===== src/rtl/mem_arbiter.sv =====
// mem_arbiter: two-port (instruction fetch / data) arbiter in front of a single
// word-wide RAM. One transaction at a time. Data requests have priority. A
// fetch request is granted once the data port has won STARVE_LIMIT grants in a
// row while the fetch request was waiting. Load results are extended to
// 32 bits. Store data is placed on the byte lanes with the matching byte
// enables. A misaligned access or an illegal funct3 completes as a fault and
// does not touch the RAM.
//
// Ports
//   clk, reset                       clock, synchronous active-high reset
//   f_req, f_addr                    fetch request and byte address
//   f_done, f_rdata, f_err           fetch completion pulse, word, misalign flag
//   d_req, d_we, d_op, d_addr,
//   d_wdata                          load/store request (d_op = RV32 funct3)
//   d_done, d_rdata, d_err           data completion pulse, load value, fault
//   ram_req, ram_we, ram_addr,
//   ram_be, ram_wdata                RAM command, driven only in ISSUE
//   ram_rdata                        RAM read word, valid the cycle after ram_req
//
// state | meaning
// IDLE  | sample requests, arbitrate, latch the winner
// ISSUE | drive the RAM command
// RESP  | pulse done on the granted port, return read data
// FAULT | pulse done + err on the granted port, no RAM access
module mem_arbiter #(
  parameter int unsigned STARVE_LIMIT = 3
) (
  input  logic        clk,
  input  logic        reset,
  input  logic        f_req,
  input  logic [31:0] f_addr,
  output logic        f_done,
  output logic [31:0] f_rdata,
  output logic        f_err,
  input  logic        d_req,
  input  logic        d_we,
  input  logic [2:0]  d_op,
  input  logic [31:0] d_addr,
  input  logic [31:0] d_wdata,
  output logic        d_done,
  output logic [31:0] d_rdata,
  output logic        d_err,
  output logic        ram_req,
  output logic        ram_we,
  output logic [31:0] ram_addr,
  output logic [3:0]  ram_be,
  output logic [31:0] ram_wdata,
  input  logic [31:0] ram_rdata
);

  localparam int SW = (STARVE_LIMIT < 1) ? 1 : $clog2(STARVE_LIMIT + 1);
  localparam logic [SW-1:0] LIMIT = SW'(STARVE_LIMIT);

  typedef enum logic [1:0] {IDLE, ISSUE, RESP, FAULT} state_t;

  state_t         state_q, state_d;
  logic [SW-1:0]  streak_q, streak_d;
  logic           is_f_q, is_f_d;
  logic           we_q, we_d;
  logic [2:0]     op_q, op_d;
  logic [31:0]    addr_q, addr_d;
  logic [31:0]    wdata_q, wdata_d;

  logic           grant_d, grant_f;
  logic           d_fault, f_fault;

  // State register
  always_ff @(posedge clk) begin
    if (reset) begin
      state_q  <= IDLE;
      streak_q <= '0;
      is_f_q   <= 1'b0;
      we_q     <= 1'b0;
      op_q     <= 3'd0;
      addr_q   <= 32'd0;
      wdata_q  <= 32'd0;
    end else begin
      state_q  <= state_d;
      streak_q <= streak_d;
      is_f_q   <= is_f_d;
      we_q     <= we_d;
      op_q     <= op_d;
      addr_q   <= addr_d;
      wdata_q  <= wdata_d;
    end
  end

  // Arbitration and fault classification on the live request inputs
  always_comb begin
    grant_d = d_req && !(f_req && (streak_q == LIMIT));
    grant_f = f_req && !grant_d;
    f_fault = (f_addr[1:0] != 2'b00);
    d_fault = 1'b0;
    case (d_op)
      3'd1, 3'd5: d_fault = d_addr[0];
      3'd2:       d_fault = (d_addr[1:0] != 2'b00);
      3'd3, 3'd6, 3'd7: d_fault = 1'b1;
      default:    d_fault = 1'b0;
    endcase
    // LBU/LHU encodings have no store counterpart
    if (d_we && (d_op == 3'd4 || d_op == 3'd5)) d_fault = 1'b1;
  end

  // Next-state logic
  always_comb begin
    state_d  = state_q;
    streak_d = streak_q;
    is_f_d   = is_f_q;
    we_d     = we_q;
    op_d     = op_q;
    addr_d   = addr_q;
    wdata_d  = wdata_q;
    case (state_q)
      IDLE: begin
        if (grant_d) begin
          is_f_d  = 1'b0;
          we_d    = d_we;
          op_d    = d_op;
          addr_d  = d_addr;
          wdata_d = d_wdata;
          state_d = d_fault ? FAULT : ISSUE;
          // streak only grows while fetch is actually waiting
          if (f_req) streak_d = (streak_q == LIMIT) ? streak_q : streak_q + SW'(1);
          else       streak_d = '0;
        end else if (grant_f) begin
          is_f_d   = 1'b1;
          we_d     = 1'b0;
          op_d     = 3'd2;
          addr_d   = f_addr;
          wdata_d  = 32'd0;
          state_d  = f_fault ? FAULT : ISSUE;
          streak_d = '0;
        end
      end
      ISSUE:   state_d = RESP;
      RESP:    state_d = IDLE;
      FAULT:   state_d = IDLE;
      default: state_d = IDLE;
    endcase
  end

  // Output logic
  logic [31:0] lane_w;
  logic [15:0] half_w;
  logic [31:0] load_ext;
  logic [3:0]  be_w;
  logic [31:0] wdata_w;

  always_comb begin
    lane_w = ram_rdata >> {addr_q[1:0], 3'b000};
    half_w = addr_q[1] ? ram_rdata[31:16] : ram_rdata[15:0];
    case (op_q)
      3'd0:    load_ext = {{24{lane_w[7]}}, lane_w[7:0]};
      3'd1:    load_ext = {{16{half_w[15]}}, half_w};
      3'd4:    load_ext = {24'd0, lane_w[7:0]};
      3'd5:    load_ext = {16'd0, half_w};
      default: load_ext = ram_rdata;
    endcase

    // reads always fetch the whole word; lane selection happens on return
    be_w    = 4'b1111;
    wdata_w = wdata_q;
    if (we_q) begin
      case (op_q[1:0])
        2'd0: begin
          be_w    = 4'b0001 << addr_q[1:0];
          wdata_w = {4{wdata_q[7:0]}};
        end
        2'd1: begin
          be_w    = addr_q[1] ? 4'b1100 : 4'b0011;
          wdata_w = {2{wdata_q[15:0]}};
        end
        default: be_w = 4'b1111;
      endcase
    end

    ram_req   = 1'b0;
    ram_we    = 1'b0;
    ram_addr  = 32'd0;
    ram_be    = 4'd0;
    ram_wdata = 32'd0;
    f_done    = 1'b0;
    f_rdata   = 32'd0;
    f_err     = 1'b0;
    d_done    = 1'b0;
    d_rdata   = 32'd0;
    d_err     = 1'b0;
    case (state_q)
      ISSUE: begin
        ram_req   = 1'b1;
        ram_we    = we_q;
        ram_addr  = {addr_q[31:2], 2'b00};
        ram_be    = be_w;
        ram_wdata = we_q ? wdata_w : 32'd0;
      end
      RESP: begin
        if (is_f_q) begin
          f_done  = 1'b1;
          f_rdata = ram_rdata;
        end else begin
          d_done  = 1'b1;
          d_rdata = we_q ? 32'd0 : load_ext;
        end
      end
      FAULT: begin
        if (is_f_q) begin
          f_done = 1'b1;
          f_err  = 1'b1;
        end else begin
          d_done = 1'b1;
          d_err  = 1'b1;
        end
      end
      default: ;
    endcase
  end

endmodule

===== config.mk =====
export PLATFORM = sky130hd
export DESIGN_NAME = mem_arbiter
export DESIGN_NICKNAME = d
export VERILOG_FILES = /design/src/rtl/mem_arbiter.sv
export SDC_FILE = /design/constraint.sdc
export NUM_CORES = 1
export LEC_CHECK = 0
export ABC_AREA = 1
export CAP_MARGIN = 10
export CORE_ASPECT_RATIO = 1.25
export CORE_MARGIN = 2
export CORE_UTILIZATION = 41
export DETAILED_ROUTE_END_ITERATION = 8
export PLACE_DENSITY_LB_ADDON = 0.12
export SKIP_LAST_GASP = 1
export SLEW_MARGIN = 20
export SYNTH_ARGS = -nofsm -noshare
export SYNTH_HDL_FRONTEND = slang
export SYNTH_SLANG_ARGS = --single-unit

===== constraint.sdc =====
create_clock -name clk -period 2.1 [get_ports clk]
set_input_delay 0.42 -clock clk [delete_from_list [all_inputs] [get_ports clk]]
set_output_delay 0.42 -clock clk [all_outputs]
set_load 0.01 [all_outputs]

**Word level (Yosys, flattened, before mapping)**

Cells that the tools add are included.

- Input bits: 136
- Word-level logic and storage cells: 89
- Bits in registers: 73

- Add/sub/neg operators: 1
- Multiplexer cells: 44
- Shifts and indexed selects: 2
- Equality and inequality tests: 17
- Reductions and logical operators: 18

Operators with widths:

| cell | number |
|---|---|
| $mux 32 | 12 |
| $pmux 32 s4 | 1 |
| $pmux 32 s2 | 1 |
| $shr 32x5->8 | 1 |
| $eq 3x3->1 const B | 6 |
| $mux 16 | 1 |
| $mux 2 | 8 |
| $mux 1 | 13 |
| $mux 4 | 3 |
| $pmux 4 s2 | 1 |
| $eq 2x2->1 const B | 3 |
| $eq 3x1->1 const B | 2 |
| $eq 3x2->1 const B | 2 |
| $mux 3 | 2 |
| $ne 3x3->1 const B | 2 |
| $pmux 2 s3 | 1 |
| $reduce_bool 2->1 | 3 |
| $eq 2x1->1 const B | 2 |
| $logic_and 1x1->1 | 4 |
| $logic_not 2->1 | 2 |
| $reduce_or 2->1 | 2 |
| $shl 1x2->4 const A | 1 |
| $logic_not 3->1 | 1 |
| $pmux 1 s3 | 1 |
| 6 further kinds | 7 |

**Depth between registers and ports, before layout**

Gate-level depths: netlist of the first run.

- Depth in word-level cells: 9
- Gate-level depth with buffers: 10
- Gate-level depth less buffers: 9

**Least setup slack after synthesis of the first run**

No wires, ideal clock.

- Kind: register -> output
- From: register state_q[0]
- To: output port ram_wdata[15]
- Required time: 1,680 ps
- Cell stages (with the launch flop): 8
- Arrival time: 1,301 ps
- Slack: 379 ps
- Cells stage by stage: dfxtp_1 -> inv_2 -> nor2_4 -> inv_2 -> nor2_4 -> inv_2 -> buf_2 -> nor3_1

- Cells in the longest elaborated chain, start to end: 2

RTL lines:

| what | RTL line | text |
|---|---|---|
| from (decl) | 56 | `state_t state_q, state_d;` |
| from (signal assigned) | 78 | `state_q <= state_d;` |
| $eq 2x1->1 | 188 | `case (state_q)` |
| $mux 32 | 188 |  |
| to (decl) | 47 | `output logic [31:0] ram_wdata,` |

Every way passes these cells.

**Worst setup path in the final report of the first run**

- From: register addr_q[1]
- To: output port d_rdata[7]

- Cells in the longest elaborated chain, start to end: 5
- Elaborated cells on any way between the ends: 6
- Those cells by class: 1 x shift; 5 x mux

RTL lines:

| what | RTL line | text |
|---|---|---|
| from (decl) | 61 | `logic [31:0] addr_q, addr_d;` |
| from (signal assigned) | 83 | `addr_q <= addr_d;` |
| $shr 32x5->8 or $mux 16 (tied branches) | 150, 151 |  |
| $pmux 32 s4 * | 152 | `case (op_q)` |
| $mux 32 * | 202 | `d_rdata = we_q ? 32'd0 : load_ext;` |
| $mux 32 * | 197 | `if (is_f_q) begin` |
| $mux 32 * | 188 |  |
| to (decl) | 41 | `output logic [31:0] d_rdata,` |

Every way passes the cells marked *; elsewhere a longest branch is shown, timed or not.

==> results of run 1 <==
worst max-delay path: cells and delay by family (launching register included):
family / cells / cell delay [ns]
simple gates: 6 / 0.53
buf+inv: 3 / 0.42
flops: 1 / 0.39
layer usage:
metal / vias up / wire (µm) / global-route usage
li1: 3049 / - / -
met3: 26 / 1550 / 0.0757
met5: - / 0 / 0
met4: 0 / 306 / 0.0719
met1: 2690 / 6920 / 0.331
met2: 253 / 8760 / 0.472
final timing paths:
| check | from | end | slack (ns) | cells after the start |
|---|---|---|---|---|
| worst max-delay path | addr_q[1] | d_rdata[7] | 0.02 | 9 |
| worst min-delay path | wdata_q[25] | wdata_q[25] | 0.46 | 2 |
| worst max register to register | streak_q[0] | addr_q[1] | 0.60 | 7 |
| worst min register to register | wdata_q[25] | wdata_q[25] | 0.46 | 2 |
metrics by stage:
step | instance area, µm² | worst slack [ns] | utilization | hold WS, ns
after floorplan | 4560 | 0.379 | - | 0.436
after global placement | 7730 | -0.470 | 0.704 | 0.448
after detailed placement | 7730 | -0.532 | 0.704 | 0.452
after CTS | 7870 | -0.234 | 0.717 | 0.461
after global routing | 7860 | -0.0653 | 0.716 | 0.473
final | 7860 | 0.0228 | 0.716 | 0.461
cells in the final DEF, fill, tap and decap left out, drive strengths merged:
cell,instances
nor2,172
clkdlybuf4s15,6
dlygate4sd2,58
a21oi,61
dfxtp,73
dlymetal6s2s,2
clkbuf,36
o211ai,2
inv,82
clkinvlp,4
o22ai,2
ha,1
o21ai,64
nand2,193
buf,121
conb,2
nor3,4
a31oi,48
clkdlybuf4s50,135
nand3,11
clkinv,2
sequential cells by signal, summed over array words and instances (netlist names):
| register | flops |
|---|---|
| is_f_q | 1 |
| addr_q | 32 |
| we_q | 1 |
| state_q | 2 |
| wdata_q | 32 |
| streak_q | 2 |
| op_q | 3 |
area by class of cell:
type	count	area, µm²
fill	1056	3110
timing repair buffer	348	2950
multi-input combinational	560	2660
sequential	73	1480
inverter	82	323
clock buffer	10	229
tap	135	169
clock inverter	6	42.5
cells by family (layout without fill, tap and decap cells):
kind of cell               Yosys count  after routing  synth area share
AOI/OAI and AO/OA                  177            177             0.209
adders and majority gates            1              1           0.00275
buffers and inverters              133            446             0.127
DFF                                 73             73             0.321
other                                1              2          0.000824
and+or+nand+nor                    378            380             0.339
synthesized netlist by cell type, drive strengths merged:
cell type  number
a31oi          48
o211ai          2
dfxtp          73
conb            1
nor3            4
nand3          10
o22ai           2
nor2          172
ha              1
inv            82
nand2         192
o21ai          64
a21oi          61
buf            32
clkbuf         19
report_power, final:
group	switching [µW]	internal (µW)	leakage (µW)
Sequential	81.5	1520	0.000605
Clock	608	804	0.000129
Combinational	817	717	0.00306
what timing repair did:
action,4_1_cts,5_1_grt
gates cloned,0,2
buffers inserted,8,5
setup endpoints to repair,132,76
resized for setup,256,131
pin swaps,4,16
==> impl_metrics.prom, run 1 <==
# TYPE chip_impl_metric gauge
chip_impl_metric{name="fin_nets",unit=""} 1211
chip_impl_metric{name="cp_data_required_time",unit="ns"} 1.68
chip_impl_metric{name="final_period_minus_worst_setup_slack",unit="ns"} 2.08
chip_impl_info{name="synth_largest_area_cell",value="sky130_fd_sc_hd__dfxtp_1"} 1
chip_impl_metric{name="slowest_delay",unit="ns"} 0.39
chip_impl_metric{name="portBuffers",unit=""} 271
chip_impl_metric{name="clkLatencyLatePin",unit="ns"} 0.33
chip_impl_metric{name="global_route.usage.total",unit=""} 0.271
chip_impl_metric{name="max-cap-violations",unit=""} 0
chip_impl_metric{name="post_synth_instance_area",unit="mm²"} 0.00455
chip_impl_metric{name="numPlacedInstances",unit=""} 1185
chip_impl_metric{name="dieArea",unit="mm²"} 0.0120
chip_impl_info{name="min_path_type",value="reg2reg"} 1
chip_impl_metric{name="coreArea",unit="mm²"} 0.0110
chip_impl_metric{name="max_freq",unit="MHz"} 481
chip_impl_metric{name="final_min_period_over_clock_period",unit=""} 0.989
chip_impl_metric{name="synth.yosys.seq_area_share",unit=""} 0.321
chip_impl_metric{name="fraction_of_final_layout_cells_with_drive_strength_greater_than_1",unit=""} 0.211
chip_impl_metric{name="via_count_of_the_first_global_routing_pass",unit=""} 5262
chip_impl_metric{name="route.vias.total",unit=""} 6018
chip_impl_metric{name="cts-hold-fix-buffers",unit=""} 0
chip_impl_metric{name="num_io_pins",unit=""} 274
chip_impl_metric{name="grt_pass1_wl",unit="mm"} 26.5
chip_impl_info{name="timing.critical_path.from_type",value="flop"} 1
chip_impl_metric{name="total_length_of_routed_wires",unit="mm"} 17.5
chip_impl_metric{name="antenna_violation_net_count_after_detailed_routing",unit=""} 0
chip_impl_metric{name="globalRoute.totalOverflow",unit=""} 0
chip_impl_info{name="run_status",value="completed"} 1
chip_impl_metric{name="drtIter0Drc",unit=""} 236
chip_impl_metric{name="setup_viol",unit=""} 0
chip_impl_metric{name="wire_per_inst",unit="µm"} 14.4
chip_impl_metric{name="cts_htree_levels",unit=""} 3
chip_impl_metric{name="synthDistinctLibCells",unit=""} 26
chip_impl_info{name="synth.area.top_cells",value="sky130_fd_sc_hd__dfxtp_1 (32%), sky130_fd_sc_hd__nand2_1 (16%), sky130_fd_sc_hd__nor2_1 (13%)"} 1
chip_impl_info{name="setup_repair_after_global_routing_missed_its_margin",value="yes"} 1
chip_impl_metric{name="hold_viol",unit=""} 0
chip_impl_metric{name="cp_data_arrival_time",unit="ns"} 1.66
chip_impl_metric{name="cts.sinks",unit=""} 73
chip_impl_metric{name="dieWidth",unit="µm"} 98.3
chip_impl_metric{name="antenna_cells",unit=""} 0
chip_impl_info{name="cts_tree",value="done"} 1
chip_impl_metric{name="power.static_leakage",unit="µW"} 0.00379
chip_impl_metric{name="gpl.final_weighted_congestion",unit=""} 0.938
chip_impl_metric{name="initial_utilization",unit=""} 0.415
chip_impl_metric{name="sum_of_negative_setup_slack",unit="ns"} 0
chip_impl_metric{name="pin_count_of_the_biggest_net_entering_global_routing",unit=""} 41
chip_impl_info{name="path_cells",value="clkinvlp_4 > nand2_2 > nand2_2 > nand2_4 > buf_4 > nand2_1 > nor2_1 > nor2_1 > buf_2"} 1
chip_impl_metric{name="cts_inserted_buffers",unit=""} 9
chip_impl_metric{name="synthesis.area_per_instance",unit="µm²"} 5.97
chip_impl_metric{name="synth_seq_cells",unit=""} 73
chip_impl_metric{name="synth.yosys.warnings",unit=""} 0
chip_impl_metric{name="finalClockSkew",unit="ns"} 0.00740
chip_impl_metric{name="area_growth",unit="%"} 72.7
chip_impl_metric{name="share_of_the_synthesized_area_in_the_top_cell_type",unit=""} 0.321
chip_impl_metric{name="drtPass1Iterations",unit=""} 5
chip_impl_metric{name="pwr_density",unit="mW/mm²"} 578
chip_impl_metric{name="slew_violations",unit=""} 0
chip_impl_metric{name="total_power",unit="µW"} 4550
chip_impl_metric{name="hpwlAfterDp",unit="mm"} 12.8
chip_impl_metric{name="worst_ir_drop_vdd",unit="V"} 0.000620
chip_impl_metric{name="cts.path.max_buffers",unit=""} 2
chip_impl_metric{name="worst-path-max-fanout",unit=""} 5
chip_impl_metric{name="drt-vias-per-instance",unit=""} 4.96
chip_impl_metric{name="synthesis.instances",unit=""} 763
chip_impl_metric{name="die_height",unit="µm"} 122
chip_impl_metric{name="fp-row-count",unit=""} 43
chip_impl_metric{name="finalNonFillerCells",unit=""} 1214
chip_impl_metric{name="detail_route.drc_violations",unit=""} 0
chip_impl_info{name="setup.worst_path.end_class",value="primary output"} 1
chip_impl_info{name="clockRootBuffer",value="sky130_fd_sc_hd__clkbuf_16"} 1
chip_impl_metric{name="worst_setup_hold_path_clk_slew",unit="ns"} 0.06
chip_impl_info{name="cp_slowest_cell",value="sky130_fd_sc_hd__dfxtp_4"} 1
chip_impl_metric{name="grt_antenna_before_repair",unit=""} 0
chip_impl_info{name="worst_setup_path_type",value="reg2out"} 1
Note: power is estimated with default switching activity, not from simulation.
==> inputs of run 2 (changes only) <==
- CORE_MARGIN: 2 -> not set
==> run 2 against run 1 <==
The flow now finishes with violations (setup timing). Non-clock buffer count down 6. Hold slack worse by 0.0036 ns. Flip-flop and latch count did not move. Count of clock-buffer cells in the layout is 1 higher. Via count is 0.28% higher. Total power up 2.3%. Design area is 1.8% higher. Final cell count fell by 0.74%. Sequential power barely moved. Clock skew shrank 0.0013 ns. Largest cell class unchanged.
==> impl_metrics.prom, run 2 (synthesis gave the netlist of run 1 again) <==
# TYPE chip_impl_metric gauge
chip_impl_metric{name="final_min_period_over_clock_period",unit=""} 1.02
chip_impl_metric{name="initial_utilization",unit=""} 0.425
chip_impl_info{name="biggestRegsByFlops",value="addr_q: 32 flops, wdata_q: 32 flops, op_q: 3 flops"} 1
chip_impl_info{name="hold_path_startpoint",value="wdata_q[26]"} 1
chip_impl_metric{name="worst_ir_drop_vdd",unit="V"} 0.000563
chip_impl_metric{name="rrSetupSlack",unit="ns"} 0.64
chip_impl_metric{name="met1Wirelength",unit="mm"} 6.76
chip_impl_info{name="worst_setup_path_type",value="reg2out"} 1
chip_impl_metric{name="total_placed_instance_area",unit="mm²"} 0.00774
chip_impl_metric{name="whs",unit="ns"} 0.457
chip_impl_metric{name="pwr_density",unit="mW/mm²"} 581
chip_impl_metric{name="post_route_setup_slack",unit="ns"} -0.0482
chip_impl_metric{name="cts.sinks",unit=""} 73
chip_impl_metric{name="pin_count_of_the_biggest_net_entering_global_routing",unit=""} 41
chip_impl_metric{name="seq_area",unit="mm²"} 0.00148
chip_impl_metric{name="total_power",unit="µW"} 4650
chip_impl_metric{name="coreArea",unit="mm²"} 0.0107
chip_impl_metric{name="worst_r2r_path_depth",unit=""} 7
chip_impl_metric{name="finalClockSkew",unit="ns"} 0.00614
chip_impl_info{name="setup_repair_after_global_routing_missed_its_margin",value="yes"} 1
chip_impl_metric{name="antenna_cells",unit=""} 0
chip_impl_metric{name="met3_wire_len",unit="mm"} 1.50
chip_impl_metric{name="dieArea",unit="mm²"} 0.0115
chip_impl_metric{name="place_worst_setup_slack",unit="ns"} -0.539
chip_impl_metric{name="route.vias.total",unit=""} 6035
chip_impl_metric{name="portBuffers",unit=""} 271
chip_impl_info{name="worst_hold_path.endpoint",value="wdata_q[26]"} 1
chip_impl_info{name="timing.critical_path.from_type",value="flop"} 1
chip_impl_info{name="setup.worst_path.end_class",value="primary output"} 1
chip_impl_info{name="failed_checks",value="setup timing"} 1
chip_impl_info{name="min_path_type",value="reg2reg"} 1
chip_impl_metric{name="dieWidth",unit="µm"} 96.3
chip_impl_metric{name="fin_nets",unit=""} 1205
chip_impl_metric{name="max-cap-violations",unit=""} 0
chip_impl_metric{name="cts_htree_levels",unit=""} 3
chip_impl_metric{name="cts.path.max_buffers",unit=""} 2
chip_impl_metric{name="antenna_violation_net_count_after_detailed_routing",unit=""} 0
chip_impl_info{name="crit-reg2reg-capture",value="addr_q[1]"} 1
chip_impl_metric{name="cp_data_arrival_time",unit="ns"} 1.73
chip_impl_metric{name="fraction_of_final_layout_cells_with_drive_strength_greater_than_1",unit=""} 0.206
chip_impl_metric{name="fp-row-count",unit=""} 42
chip_impl_metric{name="cts_inserted_buffers",unit=""} 9
chip_impl_metric{name="hold_viol",unit=""} 0
chip_impl_metric{name="hpwlAfterDp",unit="mm"} 12.7
chip_impl_metric{name="power.static_leakage",unit="µW"} 0.00387
chip_impl_metric{name="clkLatencyLatePin",unit="ns"} 0.33
chip_impl_info{name="timing.rr.start",value="streak_q[0]"} 1
chip_impl_metric{name="die_height",unit="µm"} 120
chip_impl_metric{name="area_growth",unit="%"} 75.8
chip_impl_metric{name="cp_data_required_time",unit="ns"} 1.68
chip_impl_info{name="layout.cells.most_common",value="sky130_fd_sc_hd__nand2_1"} 1
chip_impl_metric{name="final_period_minus_worst_setup_slack",unit="ns"} 2.15
chip_impl_info{name="topRoutingLayerUsed",value="met4"} 1
chip_impl_metric{name="via_count_of_the_first_global_routing_pass",unit=""} 5167
chip_impl_info{name="cts_tree",value="done"} 1
chip_impl_metric{name="drt-vias-per-instance",unit=""} 5.01
chip_impl_metric{name="worst-path-max-fanout",unit=""} 8
chip_impl_metric{name="cts-hold-fix-buffers",unit=""} 0
chip_impl_metric{name="worst_setup_hold_path_clk_slew",unit="ns"} 0.06
chip_impl_info{name="clockRootBuffer",value="sky130_fd_sc_hd__clkbuf_16"} 1
chip_impl_metric{name="wl_met2",unit="mm"} 8.52
chip_impl_metric{name="wire_per_inst",unit="µm"} 14.3
chip_impl_metric{name="final_design_area_no_fill",unit="mm²"} 0.00801
chip_impl_metric{name="total_length_of_routed_wires",unit="mm"} 17.3
chip_impl_metric{name="min_delay_path_depth",unit=""} 2
chip_impl_metric{name="max_freq",unit="MHz"} 466
chip_impl_metric{name="detail_route.drc_violations",unit=""} 0
chip_impl_metric{name="grt_antenna_before_repair",unit=""} 0
chip_impl_metric{name="multi_input_gate_area_in_the_final_layout",unit="mm²"} 0.00269
chip_impl_metric{name="global_route.usage.total",unit=""} 0.288
chip_impl_metric{name="sum_of_negative_setup_slack",unit="ns"} -0.126
chip_impl_metric{name="drtPass1Iterations",unit=""} 4
chip_impl_metric{name="fillers",unit=""} 889
chip_impl_info{name="final_cell_mix",value="sky130_fd_sc_hd__nand2_1 (187), sky130_fd_sc_hd__nor2_1 (140), sky130_fd_sc_hd__clkdlybuf4s50_1 (134), sky130_fd_sc_hd__dlygate4sd2_1 (68), sky130_fd_sc_hd__inv_1 (67)"} 1
chip_impl_metric{name="globalRoute.totalOverflow",unit=""} 0
chip_impl_info{name="run_status",value="finished, violations left"} 1
chip_impl_metric{name="gpl.final_weighted_congestion",unit=""} 0.953
chip_impl_metric{name="grt_pass1_wl",unit="mm"} 25.8
chip_impl_metric{name="drtIter0Drc",unit=""} 291
chip_impl_metric{name="setup_viol",unit=""} 9
chip_impl_metric{name="num_io_pins",unit=""} 274
chip_impl_metric{name="slew_violations",unit=""} 0
## run 2: changes by cell type in the layout (fill, tap and decap cells not counted), moves of 4 or more
cell,change
sky130_fd_sc_hd__clkdlybuf4s15_1,-5
sky130_fd_sc_hd__buf_12,+4
sky130_fd_sc_hd__buf_6,+11
sky130_fd_sc_hd__nor2_4,+8
sky130_fd_sc_hd__buf_4,-13
sky130_fd_sc_hd__nor2_1,-6
sky130_fd_sc_hd__dlygate4sd2_1,+10
sky130_fd_sc_hd__clkbuf_2,-17
sky130_fd_sc_hd__nand2_1,+5
## run 2: metal layers
metal | up-vias | global-route usage
li1 | 3034 | -
met1 | 2696 | 0.349
met2 | 270 | 0.486
met3 | 35 | 0.0754
met4 | 0 | 0.0905
met5 | - | 0
## run 2: what timing repair did
item	CTS	global route
gates resized for setup	300	99
endpoints found under the setup margin	132	52
pin swaps	2	14
setup buffers	5	3
endpoints found under the hold margin	0	0
cloned	1	1
## run 2: cell type report
type	instances	share of cell area
repair buffers	342	0.382
multi-input cells	560	0.336
flip-flops and latches	73	0.185
inverters	82	0.0398
clock buffers	11	0.0316
well taps	132	0.0206
clock inverters	5	0.00469
## run 2: worst max-delay path, cell delays in order (launching register included)
cell and delay [ns]:
sky130_fd_sc_hd__dfxtp_4 0.35, sky130_fd_sc_hd__buf_4 0.15, sky130_fd_sc_hd__o21ai_2 0.18, sky130_fd_sc_hd__nand3_1 0.15, sky130_fd_sc_hd__nand3_4 0.17, sky130_fd_sc_hd__nand2_8 0.14, sky130_fd_sc_hd__nor2_4 0.14, sky130_fd_sc_hd__buf_6 0.11
## run 2: power by group
part           switching (µW)  total (µW)  internal, µW
registers                75.4        1600          1520
logic                     834        1580           750
clock network             601        1470           870
total                    1510        4650          3140
## run 2: through the flow
step                utilization  instances
finish                    0.747       1205
global route              0.747       1205
CTS                       0.739       1201
detailed placement        0.722       1179
global placement          0.722       1179
floorplan                     -        764
## run 2: how the worst max path moves through the flow
| stage | from | endpoint | slack (ns) |
|---|---|---|---|
| after CTS | ram_rdata[15] | d_rdata[25] | -0.17 |
| after detailed placement | ram_rdata[31] | d_rdata[25] | -0.54 |
| after global placement | ram_rdata[31] | d_rdata[20] | -0.49 |
| after floorplan | state_q[0] | ram_wdata[15] | 0.38 |
| after global routing | op_q[1] | ram_be[3] | -0.12 |
| final | addr_q[1] | d_rdata[30] | -0.05 |
==> inputs of run 3 (changes only) <==
--- a/config.mk
+++ b/config.mk
@@ -9,3 +9,3 @@
 export CAP_MARGIN = 10
-export CORE_ASPECT_RATIO = 1.25
+export CORE_ASPECT_RATIO = 1.4
 export CORE_UTILIZATION = 41
==> constraint.sdc (replaced) <==
create_clock -name clk -period 2.1 [get_ports clk]
set_input_delay 0.63 -clock clk [delete_from_list [all_inputs] [get_ports clk]]
set_output_delay 0.63 -clock clk [all_outputs]
set_load 0.01 [all_outputs]
==> run 3 against run 2 <==
The flow still finishes with violations (setup timing). Clock power rose by 12%. Setup slack worse by 0.17 ns. Hold slack better by 0.0036 ns. Wire length increased by 8.8%. Core utilization up 4.8 points. Flip-flop and latch count unchanged. First-iteration DRC count is 12% higher. Final cell count up 3.5%. Clock skew about the same. Design area grew 7.3%. Combinational power is 15% higher. Largest cell class unchanged. Global-route usage grew 1.9 points.
==> impl_metrics.prom, run 3 (synthesis gave the netlist of run 1 again) <==
# TYPE chip_impl_metric gauge
chip_impl_metric{name="global_route.usage.total",unit=""} 0.307
chip_impl_info{name="worst_path_dominant_cell_family",value="buffers and inverters"} 1
chip_impl_info{name="critPathCapture",value="ram_be[2]"} 1
chip_impl_metric{name="grt_pass1_wl",unit="mm"} 28.4
chip_impl_metric{name="post_route_setup_slack",unit="ns"} -0.219
chip_impl_metric{name="drtIter0Drc",unit=""} 326
chip_impl_info{name="timing.rr.start",value="state_q[1]"} 1
chip_impl_metric{name="fp-row-count",unit=""} 45
chip_impl_metric{name="hold_viol",unit=""} 0
chip_impl_metric{name="switching_portion_of_total_power",unit=""} 0.321
chip_impl_metric{name="fillers",unit=""} 809
chip_impl_metric{name="portBuffers",unit=""} 271
chip_impl_metric{name="slowest_delay",unit="ns"} 0.33
chip_impl_metric{name="setup_viol",unit=""} 99
chip_impl_info{name="min_path_type",value="reg2reg"} 1
chip_impl_metric{name="detail_route.drc_violations",unit=""} 0
chip_impl_metric{name="worstSetupPathDepth",unit=""} 8
chip_impl_metric{name="antenna_violation_net_count_after_detailed_routing",unit=""} 0
chip_impl_metric{name="cp.buffers_inverters",unit=""} 6
chip_impl_metric{name="hpwlAfterDp",unit="mm"} 12.5
chip_impl_info{name="layout.cells.most_common",value="sky130_fd_sc_hd__nand2_1"} 1
chip_impl_info{name="cts_tree",value="done"} 1
chip_impl_metric{name="dieArea",unit="mm²"} 0.0115
chip_impl_metric{name="final_period_minus_worst_setup_slack",unit="ns"} 2.32
chip_impl_metric{name="fin_nets",unit=""} 1239
chip_impl_metric{name="max_freq",unit="MHz"} 431
chip_impl_metric{name="total_length_of_routed_wires",unit="mm"} 18.8
chip_impl_metric{name="cts.sinks",unit=""} 73
chip_impl_metric{name="fraction_of_final_layout_cells_with_drive_strength_greater_than_1",unit=""} 0.337
chip_impl_info{name="clockRootBuffer",value="sky130_fd_sc_hd__clkbuf_16"} 1
chip_impl_metric{name="p_clk_frac",unit=""} 0.324
chip_impl_metric{name="die_height",unit="µm"} 127
chip_impl_metric{name="area_growth",unit="%"} 88.7
chip_impl_info{name="setup_repair_after_global_routing_missed_its_margin",value="yes"} 1
chip_impl_metric{name="cts_htree_levels",unit=""} 3
chip_impl_metric{name="max-cap-violations",unit=""} 0
chip_impl_metric{name="drtPass1Iterations",unit=""} 5
chip_impl_metric{name="power_report.internal_total",unit="µW"} 3440
chip_impl_metric{name="pwr_density",unit="mW/mm²"} 589
chip_impl_metric{name="gpl.final_weighted_congestion",unit=""} 0.897
chip_impl_info{name="worst_setup_path_type",value="reg2out"} 1
chip_impl_metric{name="route.vias.total",unit=""} 6333
chip_impl_metric{name="seq_area",unit="mm²"} 0.00148
chip_impl_metric{name="dieWidth",unit="µm"} 91.1
chip_impl_metric{name="final_min_period_over_clock_period",unit=""} 1.10
chip_impl_metric{name="via_count_of_the_first_global_routing_pass",unit=""} 5867
chip_impl_metric{name="power.static_leakage",unit="µW"} 0.00397
chip_impl_metric{name="multi_input_gate_area_in_the_final_layout",unit="mm²"} 0.00300
chip_impl_metric{name="pin_count_of_the_biggest_net_entering_global_routing",unit=""} 62
chip_impl_metric{name="cp_data_required_time",unit="ns"} 1.47
chip_impl_metric{name="initial_utilization",unit=""} 0.421
chip_impl_metric{name="finalNonFillerCells",unit=""} 1247
chip_impl_metric{name="slew_violations",unit=""} 0
chip_impl_metric{name="switchingPower",unit="µW"} 1620
chip_impl_metric{name="seq_power_share",unit=""} 0.317
chip_impl_metric{name="cts-hold-fix-buffers",unit=""} 0
chip_impl_metric{name="finalClockSkew",unit="ns"} 0.00605
chip_impl_info{name="biggestRegsByFlops",value="addr_q: 32 flops, wdata_q: 32 flops, op_q: 3 flops"} 1
chip_impl_metric{name="drt-vias-per-instance",unit=""} 5.08
chip_impl_metric{name="numPlacedInstances",unit=""} 1205
chip_impl_metric{name="combPwrFrac",unit=""} 0.360
chip_impl_metric{name="whs",unit="ns"} 0.461
chip_impl_metric{name="worst-path-max-fanout",unit=""} 8
chip_impl_info{name="path_cells",value="buf_6 > nor2_4 > inv_2 > buf_4 > buf_12 > buf_16 > a31oi_1 > buf_2"} 1
chip_impl_info{name="crit-reg2reg-capture",value="addr_q[5]"} 1
chip_impl_info{name="failed_checks",value="setup timing"} 1
chip_impl_metric{name="cts.path.max_buffers",unit=""} 2
chip_impl_metric{name="globalRoute.totalOverflow",unit=""} 0
chip_impl_metric{name="worst_setup_hold_path_clk_slew",unit="ns"} 0.06
chip_impl_metric{name="cts_inserted_buffers",unit=""} 9
chip_impl_metric{name="coreArea",unit="mm²"} 0.0108
chip_impl_info{name="timing.critical_path.from_type",value="flop"} 1
chip_impl_info{name="timing.critical_path.from",value="state_q[1]"} 1
chip_impl_info{name="run_status",value="finished, violations left"} 1
chip_impl_metric{name="rrSetupSlack",unit="ns"} 0.49
chip_impl_metric{name="cp_data_arrival_time",unit="ns"} 1.69
chip_impl_metric{name="worst_ir_drop_vdd",unit="V"} 0.000745
chip_impl_metric{name="grt_antenna_before_repair",unit=""} 0
chip_impl_metric{name="worst_r2r_path_depth",unit=""} 8
chip_impl_metric{name="clkLatencyLatePin",unit="ns"} 0.33
chip_impl_info{name="setup.worst_path.end_class",value="primary output"} 1
chip_impl_metric{name="wire_per_inst",unit="µm"} 15.1
chip_impl_metric{name="antenna_cells",unit=""} 0
chip_impl_info{name="final_cell_mix",value="sky130_fd_sc_hd__nand2_1 (184), sky130_fd_sc_hd__nor2_1 (108), sky130_fd_sc_hd__clkdlybuf4s50_1 (107), sky130_fd_sc_hd__buf_2 (99), sky130_fd_sc_hd__buf_4 (70)"} 1
chip_impl_info{name="cp_slowest_cell",value="sky130_fd_sc_hd__dfxtp_2"} 1
chip_impl_metric{name="num_io_pins",unit=""} 274
==> run 3: cell types whose count changed in the layout (fill, tap and decap cells not counted), moves of 6 or more <==
cell,previous run,this run
sky130_fd_sc_hd__nor2_2,14,33
sky130_fd_sc_hd__o21ai_0,59,42
sky130_fd_sc_hd__clkdlybuf4s50_1,134,107
sky130_fd_sc_hd__buf_2,44,99
sky130_fd_sc_hd__nor2_4,18,31
sky130_fd_sc_hd__o21ai_1,2,18
sky130_fd_sc_hd__buf_6,15,41
sky130_fd_sc_hd__nor2_1,140,108
sky130_fd_sc_hd__a31oi_1,48,42
sky130_fd_sc_hd__buf_4,56,70
sky130_fd_sc_hd__dlygate4sd2_1,68,28
==> run 3: per-layer routing <==
| layer | part of all wire | vias up | GRT usage | wire length, µm |
|---|---|---|---|---|
| li1 | - | 3112 | - | - |
| met4 | 0.030 | 0 | 0.139 | 556 |
| met3 | 0.072 | 45 | 0.0767 | 1360 |
| met2 | 0.53 | 285 | 0.561 | 9940 |
| met5 | 0 | - | 0 | 0 |
| met1 | 0.37 | 2891 | 0.330 | 6950 |
==> run 3: area by class of cell <==
class,instances,share of cell area
sequential,73,0.172
clock inverter,4,0.00888
inverter,82,0.0381
tap,141,0.0205
clock buffer,11,0.0282
multi-input combinational,560,0.349
timing repair buffer,376,0.384
==> run 3: metrics by stage <==
step	setup slack [ns]	TNS [ns]	instance area [µm²]	power [µW]	util
2_1_floorplan	0.0861	0	4560	2360	-
4_1_cts	-0.205	-8.73	8130	4890	0.752
3_5_place_dp	-0.959	-48.82	7880	3150	0.729
5_1_grt	-0.283	-19.19	8590	5320	0.795
6_report	-0.219	-13.17	8590	5070	0.795
3_3_place_gp	-0.892	-46.48	7880	3130	0.729
==> run 3: worst min path at each step <==
stage | startpoint | end | slack [ns] | depth (start not counted)
2_1_floorplan | wdata_q[25] | wdata_q[25] | 0.44 | 2
3_3_place_gp | wdata_q[24] | wdata_q[24] | 0.45 | 2
3_5_place_dp | wdata_q[5] | wdata_q[5] | 0.45 | 2
4_1_cts | wdata_q[5] | wdata_q[5] | 0.46 | 2
5_1_grt | wdata_q[19] | wdata_q[19] | 0.48 | 2
6_report | wdata_q[3] | wdata_q[3] | 0.46 | 2
==> run 3: what timing repair did <==
item                                    4_1_cts  5_1_grt
gates cloned                                  9        2
pin swaps                                    40       17
endpoints found under the setup margin      136      118
gates resized for setup                     645      121
setup buffers                                12        5
==> run 3: power groups by stage <==
stage	logic, µW	clock network [µW]	registers (µW)
CTS	1630	1670	1600
global placement	1520	0	1610
global route	1960	1730	1620
floorplan	751	0	1600
detailed placement	1530	0	1620
finish	1820	1640	1600
==> run 3: worst min-delay path, delay by kind of cell, from the launching register on <==
kind / cells / cell delay, ns
DFF: 1 / 0.31
and+or+nand+nor: 1 / 0.06
AOI/OAI and AO/OA: 1 / 0.05
